<file path="config.mk">
export PLATFORM = sky130hd
export DESIGN_NAME = pheap_issue_ctrl_flat
export DESIGN_NICKNAME = d
export VERILOG_FILES = /design/src/rtl/pheap_issue_ctrl_if.sv /design/src/rtl/pheap_issue_ctrl.sv /design/src/flat_wrapper.sv
export SDC_FILE = /design/constraint.sdc
export NUM_CORES = 1
export LEC_CHECK = 0
export CAP_MARGIN = 20
export CORE_UTILIZATION = 30
export CTS_BUF_LIST = sky130_fd_sc_hd__clkbuf_8 sky130_fd_sc_hd__clkbuf_16
export CTS_CLUSTER_DIAMETER = 60
export DETAILED_ROUTE_END_ITERATION = 7
export GPL_ROUTABILITY_DRIVEN = 0
export PLACE_DENSITY = 0.74
export SYNTH_ARGS = -nofsm -noshare
export SYNTH_HDL_FRONTEND = slang
export SYNTH_SLANG_ARGS = --single-unit
</file>
<file path="constraint.sdc">
create_clock -name clk -period 3.7 [get_ports clk]
set_input_delay 0.555 -clock clk [delete_from_list [all_inputs] [get_ports clk]]
set_output_delay 0.555 -clock clk [all_outputs]
set_load 0.01 [all_outputs]
</file>
<file path="src/rtl/pheap_issue_ctrl_if.sv">
// Request, root-issue and status bundle between the requesters, pheap_issue_ctrl and the heap root level.
// The slave modport is the controller's view. The master modport is the environment's view.
interface pheap_issue_ctrl_if #(
  parameter int CAPACITY = 15,
  parameter int KV_W     = 32
);
  localparam int CNT_W = $clog2(CAPACITY + 1);

  logic            req0_valid;
  logic [1:0]      req0_op;
  logic [31:0]     req0_pri;
  logic [KV_W-1:0] req0_kv;
  logic            req0_ready;
  logic            req1_valid;
  logic [1:0]      req1_op;
  logic [31:0]     req1_pri;
  logic [KV_W-1:0] req1_kv;
  logic            req1_ready;
  logic            root_ready;
  logic [1:0]      root_op;
  logic [31:0]     root_pri;
  logic [KV_W-1:0] root_kv;
  logic [CNT_W-1:0] count;
  logic            full;
  logic            empty;
  logic            err_illegal;

  modport slave (
    input  req0_valid, req0_op, req0_pri, req0_kv,
    input  req1_valid, req1_op, req1_pri, req1_kv,
    input  root_ready,
    output req0_ready, req1_ready,
    output root_op, root_pri, root_kv,
    output count, full, empty, err_illegal
  );

  modport master (
    output req0_valid, req0_op, req0_pri, req0_kv,
    output req1_valid, req1_op, req1_pri, req1_kv,
    output root_ready,
    input  req0_ready, req1_ready,
    input  root_op, root_pri, root_kv,
    input  count, full, empty, err_illegal
  );
endinterface

</file>
<file path="src/rtl/pheap_issue_ctrl.sv">
// Two-requester issue controller for a pipelined heap. It issues one op every 3 cycles (IDLE -> ISSUE -> GAP).
// Define PHEAP_ISSUE_RR_EN for round-robin arbitration. Otherwise req0 has fixed priority over req1.
module pheap_issue_ctrl #(
  parameter int CAPACITY = 15,
  parameter int KV_W     = 32
) (
  input  logic              clk,
  input  logic              rst,
  pheap_issue_ctrl_if.slave bus
);
  localparam int CNT_W = $clog2(CAPACITY + 1);
  localparam logic [CNT_W-1:0] CAP_C  = CNT_W'(CAPACITY);
  localparam logic [CNT_W-1:0] ONE_C  = CNT_W'(1);
  localparam logic [CNT_W-1:0] ZERO_C = CNT_W'(0);
  localparam logic [1:0] OP_FREE = 2'd0;
  localparam logic [1:0] OP_LEQ  = 2'd1;
  localparam logic [1:0] OP_DEQ  = 2'd2;

  typedef enum logic [1:0] {S_IDLE = 2'd0, S_ISSUE = 2'd1, S_GAP = 2'd2} state_e;

  state_e           state_q, state_d;
  logic [1:0]       root_op_q, root_op_d;
  logic [31:0]      root_pri_q, root_pri_d;
  logic [KV_W-1:0]  root_kv_q, root_kv_d;
  logic [CNT_W-1:0] count_q, count_d;
  logic             err_q, err_d;
  logic             elig0_s, elig1_s, gnt0_s, gnt1_s, gnt_s, prefer1_s;
  logic [1:0]       gnt_op_s;
  logic [31:0]      gnt_pri_s;
  logic [KV_W-1:0]  gnt_kv_s;

  // Illegal codes are always eligible so that they are drained rather than left to block the port.
  function automatic logic op_eligible(input logic [1:0] op, input logic [CNT_W-1:0] cnt);
    logic ok;
    case (op)
      OP_LEQ:  ok = (cnt < CAP_C);
      OP_DEQ:  ok = (cnt != ZERO_C);
      default: ok = 1'b1;
    endcase
    return ok;
  endfunction

`ifdef PHEAP_ISSUE_RR_EN
  logic last_q;

  // last_q records the most recent winner. It resets to 1 so that req0 wins the first tie.
  always_ff @(posedge clk or posedge rst) begin
    if (rst) begin
      last_q <= 1'b1;
    end else if (gnt_s) begin
      last_q <= gnt1_s;
    end else begin
      last_q <= last_q;
    end
  end

  assign prefer1_s = ~last_q;
`else
  assign prefer1_s = 1'b0;
`endif

  // Grant logic. Ready is gated by rst so that it drops as soon as reset is asserted.
  always_comb begin
    elig0_s = bus.req0_valid & op_eligible(bus.req0_op, count_q);
    elig1_s = bus.req1_valid & op_eligible(bus.req1_op, count_q);
    gnt0_s  = 1'b0;
    gnt1_s  = 1'b0;
    if (!rst && (state_q == S_IDLE) && bus.root_ready) begin
      if (elig0_s && elig1_s) begin
        gnt0_s = ~prefer1_s;
        gnt1_s = prefer1_s;
      end else begin
        gnt0_s = elig0_s;
        gnt1_s = elig1_s;
      end
    end else begin
      gnt0_s = 1'b0;
      gnt1_s = 1'b0;
    end
  end

  assign gnt_s = gnt0_s | gnt1_s;

  // FSM state register.
  always_ff @(posedge clk or posedge rst) begin
    if (rst) begin
      state_q <= S_IDLE;
    end else begin
      state_q <= state_d;
    end
  end

  // FSM next state.
  always_comb begin
    state_d = state_q;
    case (state_q)
      S_IDLE: begin
        if (gnt_s) begin
          state_d = S_ISSUE;
        end else begin
          state_d = S_IDLE;
        end
      end
      S_ISSUE: state_d = S_GAP;
      S_GAP:   state_d = S_IDLE;
      default: state_d = S_IDLE;
    endcase
  end

  // FSM outputs. Root fields load only on a legal grant, so root_op is non-FREE only during ISSUE.
  always_comb begin
    gnt_op_s   = gnt1_s ? bus.req1_op  : bus.req0_op;
    gnt_pri_s  = gnt1_s ? bus.req1_pri : bus.req0_pri;
    gnt_kv_s   = gnt1_s ? bus.req1_kv  : bus.req0_kv;
    root_op_d  = OP_FREE;
    root_pri_d = root_pri_q;
    root_kv_d  = root_kv_q;
    count_d    = count_q;
    err_d      = 1'b0;
    if (gnt_s) begin
      case (gnt_op_s)
        OP_LEQ: begin
          root_op_d  = OP_LEQ;
          root_pri_d = gnt_pri_s;
          root_kv_d  = gnt_kv_s;
          count_d    = count_q + ONE_C;
        end
        OP_DEQ: begin
          root_op_d  = OP_DEQ;
          root_pri_d = gnt_pri_s;
          root_kv_d  = gnt_kv_s;
          count_d    = count_q - ONE_C;
        end
        default: err_d = 1'b1;
      endcase
    end else begin
      root_op_d = OP_FREE;
    end
  end

  // Registered root, occupancy and error outputs.
  always_ff @(posedge clk or posedge rst) begin
    if (rst) begin
      root_op_q  <= OP_FREE;
      root_pri_q <= 32'd0;
      root_kv_q  <= '0;
      count_q    <= ZERO_C;
      err_q      <= 1'b0;
    end else begin
      root_op_q  <= root_op_d;
      root_pri_q <= root_pri_d;
      root_kv_q  <= root_kv_d;
      count_q    <= count_d;
      err_q      <= err_d;
    end
  end

  assign bus.req0_ready  = gnt0_s;
  assign bus.req1_ready  = gnt1_s;
  assign bus.root_op     = root_op_q;
  assign bus.root_pri    = root_pri_q;
  assign bus.root_kv     = root_kv_q;
  assign bus.count       = count_q;
  assign bus.full        = (count_q == CAP_C);
  assign bus.empty       = (count_q == ZERO_C);
  assign bus.err_illegal = err_q;
endmodule

</file>
<file path="src/flat_wrapper.sv">
// flat-port wrapper written by rule: the top's interface ports become plain ports
module pheap_issue_ctrl_flat 
#(
  parameter int CAPACITY = 15,
  parameter int KV_W     = 32
)
  (clk, rst, bus_req0_valid, bus_req0_op, bus_req0_pri, bus_req0_kv, bus_req1_valid, bus_req1_op, bus_req1_pri, bus_req1_kv, bus_root_ready, bus_req0_ready, bus_req1_ready, bus_root_op, bus_root_pri, bus_root_kv, bus_count, bus_full, bus_empty, bus_err_illegal);
  pheap_issue_ctrl_if #(.CAPACITY(CAPACITY), .KV_W(KV_W)) bus_i ();
  input  logic clk;
  input  logic rst;
  input wire logic [$bits(bus_i.req0_valid)-1:0] bus_req0_valid;
  input wire logic [$bits(bus_i.req0_op)-1:0] bus_req0_op;
  input wire logic [$bits(bus_i.req0_pri)-1:0] bus_req0_pri;
  input wire logic [$bits(bus_i.req0_kv)-1:0] bus_req0_kv;
  input wire logic [$bits(bus_i.req1_valid)-1:0] bus_req1_valid;
  input wire logic [$bits(bus_i.req1_op)-1:0] bus_req1_op;
  input wire logic [$bits(bus_i.req1_pri)-1:0] bus_req1_pri;
  input wire logic [$bits(bus_i.req1_kv)-1:0] bus_req1_kv;
  input wire logic [$bits(bus_i.root_ready)-1:0] bus_root_ready;
  output wire logic [$bits(bus_i.req0_ready)-1:0] bus_req0_ready;
  output wire logic [$bits(bus_i.req1_ready)-1:0] bus_req1_ready;
  output wire logic [$bits(bus_i.root_op)-1:0] bus_root_op;
  output wire logic [$bits(bus_i.root_pri)-1:0] bus_root_pri;
  output wire logic [$bits(bus_i.root_kv)-1:0] bus_root_kv;
  output wire logic [$bits(bus_i.count)-1:0] bus_count;
  output wire logic [$bits(bus_i.full)-1:0] bus_full;
  output wire logic [$bits(bus_i.empty)-1:0] bus_empty;
  output wire logic [$bits(bus_i.err_illegal)-1:0] bus_err_illegal;
  assign bus_i.req0_valid = bus_req0_valid;
  assign bus_i.req0_op = bus_req0_op;
  assign bus_i.req0_pri = bus_req0_pri;
  assign bus_i.req0_kv = bus_req0_kv;
  assign bus_i.req1_valid = bus_req1_valid;
  assign bus_i.req1_op = bus_req1_op;
  assign bus_i.req1_pri = bus_req1_pri;
  assign bus_i.req1_kv = bus_req1_kv;
  assign bus_i.root_ready = bus_root_ready;
  assign bus_req0_ready = bus_i.req0_ready;
  assign bus_req1_ready = bus_i.req1_ready;
  assign bus_root_op = bus_i.root_op;
  assign bus_root_pri = bus_i.root_pri;
  assign bus_root_kv = bus_i.root_kv;
  assign bus_count = bus_i.count;
  assign bus_full = bus_i.full;
  assign bus_empty = bus_i.empty;
  assign bus_err_illegal = bus_i.err_illegal;
  pheap_issue_ctrl #(.CAPACITY(CAPACITY), .KV_W(KV_W)) u_core (.clk(clk), .rst(rst), .bus(bus_i));
endmodule
</file>
# Yosys cells after proc, flatten, opt, wreduce, memory -nomap -nowiden
# Cells that the tools add are included.
[op_classes]
n_addsub = 2
mul = 0
div = 0
n_lt_le_gt_ge = 1
eq_ne = 8
n_shift = 0
n_mux = 16
bitwise = 3
reduce_logical = 11
[ops]
columns = ["operator", "count"]
rows = [
  ["32-bit two-way mux", 2],
  ["2-bit by 1-bit == test with 1-bit output (second input constant)", 4],
  ["2-bit case mux with 2 select lines", 2],
  ["4-bit case mux with 2 select lines", 1],
  ["1-bit two-way mux", 7],
  ["2-bit == test (second input constant)", 3],
  ["4-bit by 1-bit adder with 4-bit output (second input constant)", 1],
  ["4-bit == test (second input constant)", 1],
  ["4-bit zero test", 1],
  ["4-bit < comparator (second input constant)", 1],
  ["2-bit two-way mux", 2],
  ["1-bit case mux with 2 select lines", 2],
  ["2-bit AND reduction", 2],
  ["4-bit nonzero test", 1],
  ["4-bit by 1-bit subtractor with 4-bit output (second input constant)", 1],
  ["1-bit logical AND", 3],
  ["1-bit bitwise AND", 2],
  ["2-bit zero test", 1],
  ["2-bit nonzero test", 1],
  ["2-bit OR reduction", 1],
  ["1-bit zero test", 1],
  ["1-bit OR", 1],
]
[word_totals]
register_bits = 73
latch_bits = 0
ramBits = 0
mem_bits_ro = 0
output_inout_bits = 75
mem_count = 0

# Depth between registers and ports, before layout
[logic_depth]
ltp_word = 11
mapped_depth = 14
mapped_depth_nobuf = 13

# Worst setup path before layout
# No wires, ideal clock.
[synth_path]
path_type = "register to register"
startpoint = "register u_core.count_q[1], in the netlist u_core.bus.count[1]"
endpoint = "register u_core.count_q[1], in the netlist u_core.bus.count[1]"
arrival_ps = 3096
required_ps = 3573
setup_slack_ps = 477
path_stages_with_launch = 13
synth_period_minus_slack_ps = 3223
path_cell_list = "dfrtp_1 -> buf_6 -> or4_4 -> clkinv_2 -> o221ai_2 -> or3_1 -> buf_2 -> mux2i_1 -> ha_1 -> nor2_2 -> a21boi_1 -> buf_4 -> mux2_1"
[synth_via]
elab_chain_cells = 10
word_cells_on_any_way = 20
[synth_rtl]
columns = ["item", "line", "rtl"]
rows = [
  ["from (decl)", "pheap_issue_ctrl.sv:25", "logic [CNT_W-1:0] count_q, count_d;"],
  ["from (signal assigned)", "pheap_issue_ctrl.sv:153", "count_q <= count_d;"],
  ["4-bit < comparator or 4-bit nonzero test (tied branches)", "pheap_issue_ctrl.sv:36, pheap_issue_ctrl.sv:37", ""],
  ["1-bit case mux with 2 select lines", "pheap_issue_ctrl.sv:35", "case (op)"],
  ["1-bit bitwise AND (on tied branches)", "pheap_issue_ctrl.sv:64, pheap_issue_ctrl.sv:65", ""],
  ["1-bit logical AND", "pheap_issue_ctrl.sv:69", "if (elig0_s && elig1_s) begin"],
  ["1-bit two-way mux", "pheap_issue_ctrl.sv:69", ""],
  ["1-bit two-way mux", "pheap_issue_ctrl.sv:68", "if (!rst && (state_q == S_IDLE) && bus.root_ready) begin"],
  ["2-bit two-way mux", "pheap_issue_ctrl.sv:112", "gnt_op_s = gnt1_s ? bus.req1_op : bus.req0_op;"],
  ["2-bit by 1-bit == test with 1-bit output or 2-bit == test (tied branches)", "pheap_issue_ctrl.sv:121", "case (gnt_op_s)"],
  ["2-bit nonzero test (no source line)", "--", ""],
  ["2-bit AND reduction (no source line)", "--", ""],
]
# Several ways; a longest one is shown, not always the timed one.
# A chain may end at the register's enable or synchronous reset.

# Final worst setup path
[layout_path]
startpoint = "input port bus_req0_op[0]"
endpoint = "output port bus_req1_ready"
[layout_via]
elab_chain_cells = 6
word_cells_on_any_way = 7
[layout_rtl]
columns = ["item", "line", "rtl"]
rows = [
  ["from (decl)", "flat_wrapper.sv:12", "input wire logic [$bits(bus_i.req0_op)-1:0] bus_req0_op;"],
  ["2-bit == test or 2-bit by 1-bit == test with 1-bit output (tied branches)", "pheap_issue_ctrl.sv:35", ""],
  ["1-bit case mux with 2 select lines *", "pheap_issue_ctrl.sv:35", ""],
  ["1-bit bitwise AND *", "pheap_issue_ctrl.sv:64", "elig0_s = bus.req0_valid & op_eligible(bus.req0_op, count_q);"],
  ["1-bit logical AND *", "pheap_issue_ctrl.sv:69", ""],
  ["1-bit two-way mux *", "pheap_issue_ctrl.sv:69", ""],
  ["1-bit two-way mux *", "pheap_issue_ctrl.sv:68", ""],
  ["to (decl)", "flat_wrapper.sv:21", "output wire logic [$bits(bus_i.req1_ready)-1:0] bus_req1_ready;"],
]
# Every way passes the cells marked *; elsewhere a longest branch is shown, timed or not.

==> metrics.txt <==
Bufs on Longest Clock Path 2; Clock Latency Late Sink around 0.32 ns; CTS tree yes; commonest non-fill, non-tap cell in the layout clkdlybuf4s50_1; Post-Route M1 WL 5010 um; Via density 4.87; Hold Crit Depth 1; Filler Cells Inserted 1111; First-pass DRT Iterations 4; HP Class reg -> reg; number of synthesized flops with an enable pin 0; Fin. Hold Viols 0; initial antenna violation count 0; core area 12300 um2; length of routed met3 wiring 816 um; # setup viols final 0; Critical Path Source Type input port; worst-path fanout max 3; Post-CTS Setup Inserts 0; initial drt markers 256; Worst VDD drop between 0.2 and 0.25 mV; final wirelength between 10000 and 15000 um; Syn Area/Cell about 9 um2; drt wl/cell 14.9 um; final setup TNS 0 ns; Root Driver clkbuf_16; Max Slew Vio Count 0; I/O pins 212; count of cell types in the netlist 37; Inserted Clock Buffers 9; Port Buffer Count 211; max-cap viol count 0; DP HPWL 8510 um; global-route wire length before repair 18600 um; die width 115 um; vias in the first global route between 3000 and 4000; R2R depth 10; PD cells 639 nW/um2; net count of the mapped netlist 570; Crit. End Element primary output; # DRC 0; async set-reset flop share out of synthesis 1.00; Yosys reg bits 73; Crit Path Class in -> out; Yosys top cell by area dfrtp_1; largest cells by area after synthesis dfrtp_1 (48%), o221ai_1 (15%), nand3_1 (8.3%), inv_1 (6.9%), nand2_1 (6.6%); grt ovf 0; Tightest Pin Transition 0.723 ns; Final ANT Viol Nets 0; post-synthesis sequential area ratio 0.476; Site Rows 40; post-layout util 0.525; Die H between 100 and 150 um; largest net degree at the start of global routing 69; Worst Path Required 3.14 ns; clk_skew ~0.0055 ns; total number of vias roughly 3900; WP data arrival 2.82 ns; CTS Sinks 73; max_slew headroom 0.518; Final min period 3.38 ns; H-tree depth 3; Yosys warnings 0; met2 WL post-DR 5830 um; fmax 0.296 GHz; RSZ-0062 raised after global routing no; nets@finish 767; PostCTS Resize Cnt 0; clock-pin slew on the worst setup and hold paths 0.06 ns; commonest non-fill, non-tap cells in the layout clkdlybuf4s50_1 (211), dfrtp_1 (73), inv_1 (70); Yosys top cell area share 0.476; Main synth FF type dfrtp_1; GRT Overall Usage 0.179; Cells after Synth 425; post-synth design cell area roughly 3800 um2; status finished, final reports clean; Layout area overhead 67.8%; CTS Hold Buffers Added 0; final worst path period share 0.912; Starting Density 0.313; share of post-route cells with drive strength above 1 0.0591; Top Metal Used met4; die area 13200 um2; antenna cells 0; Lkg Pwr 2.65 nW
## synthesized netlist by cell type (2+ instances only)
master and number:
a21oi_1 2, and2_1 3, buf_2 16, buf_4 5, clkbuf_1 15, dfrtp_1 73
ha_1 8, inv_1 71, mux2i_1 4, nand2_1 67, nand3_1 64, nor2_1 3
nor3b_1 3, o221ai_1 65, xnor2_1 3, xor2_1 2
## registers in the layout, indices dropped and copies added, names as in the netlist
name                    flops
u_core.bus.root_pri        32
u_core.bus.root_op          2
u_core.state_q              2
u_core.bus.root_kv         32
u_core.bus.err_illegal      1
u_core.bus.count            4
## area by class of cell
cell class                 instances  area (um2)  share of cell area
clock buffer                      12         267              0.0414
sequential                        73        1830               0.284
clock inverter                     3        15.0             0.00233
tap                              168         210              0.0327
inverter                          72         273              0.0424
timing repair buffer             223        2260               0.352
multi-input combinational        243        1580               0.246
## through the flow
stage	cell area [um2]	cells	power (mW)	hold slack [ns]	setup WS [ns]
2_1_floorplan	3840	425	2.21	0.398	0.477
3_3_place_gp	6140	778	3.27	0.409	0.101
3_5_place_dp	6160	779	3.32	0.434	0.000411
4_1_cts	6440	794	4.17	0.442	0.303
5_1_grt	6440	794	4.39	0.470	0.139
6_report	6440	794	4.11	0.467	0.324
## critical path, stage by stage
cell	delay [ns]
clkdlybuf4s50_1	0.50
inv_1	0.07
ha_1	0.29
nand2_1	0.12
o221ai_4	0.11
or3_1	0.42
buf_4	0.18
inv_1	0.05
clkdlybuf4s50_1	0.52
## cells by family after synthesis
kind of cell	synth area share
muxes	0.0134
DFF	0.476
buffers and inverters	0.119
adders and majority gates	0.0261
xor gates and xnor gates	0.0114
AOI/OAI and AO/OA	0.170
and+or+nand+nor	0.185
## path summary, 6_finish.rpt
check / slack (ns) / end / start
worst max-delay path: 0.32 / bus_req1_ready / bus_req0_op[0]
worst min-delay path: 0.47 / u_core.state_q[1] / u_core.state_q[1]
worst max register to register: 0.41 / u_core.bus.root_pri[22] / u_core.bus.count[0]
worst min register to register: 0.47 / u_core.state_q[1] / u_core.state_q[1]
max in group asynchronous: 2.54 / u_core.bus.root_kv[14] / rst
min in group asynchronous: 0.60 / u_core.bus.err_illegal / rst
## power breakdown
part           total, mW  internal, mW  switching (mW)  leakage, nW
combinational       1.88          1.11           0.764         1.61
clock              0.812         0.501           0.311        0.144
sequential          1.42          1.18           0.242        0.896
## per-layer routing
metal / vias to the layer above / global-route usage
met1: 1822 / 0.207
li1: 1877 / -
met5: - / 0
met3: 15 / 0.0369
met2: 155 / 0.323
met4: 0 / 0.0727
No activity file was read; power rests on OpenSTA's default activity.
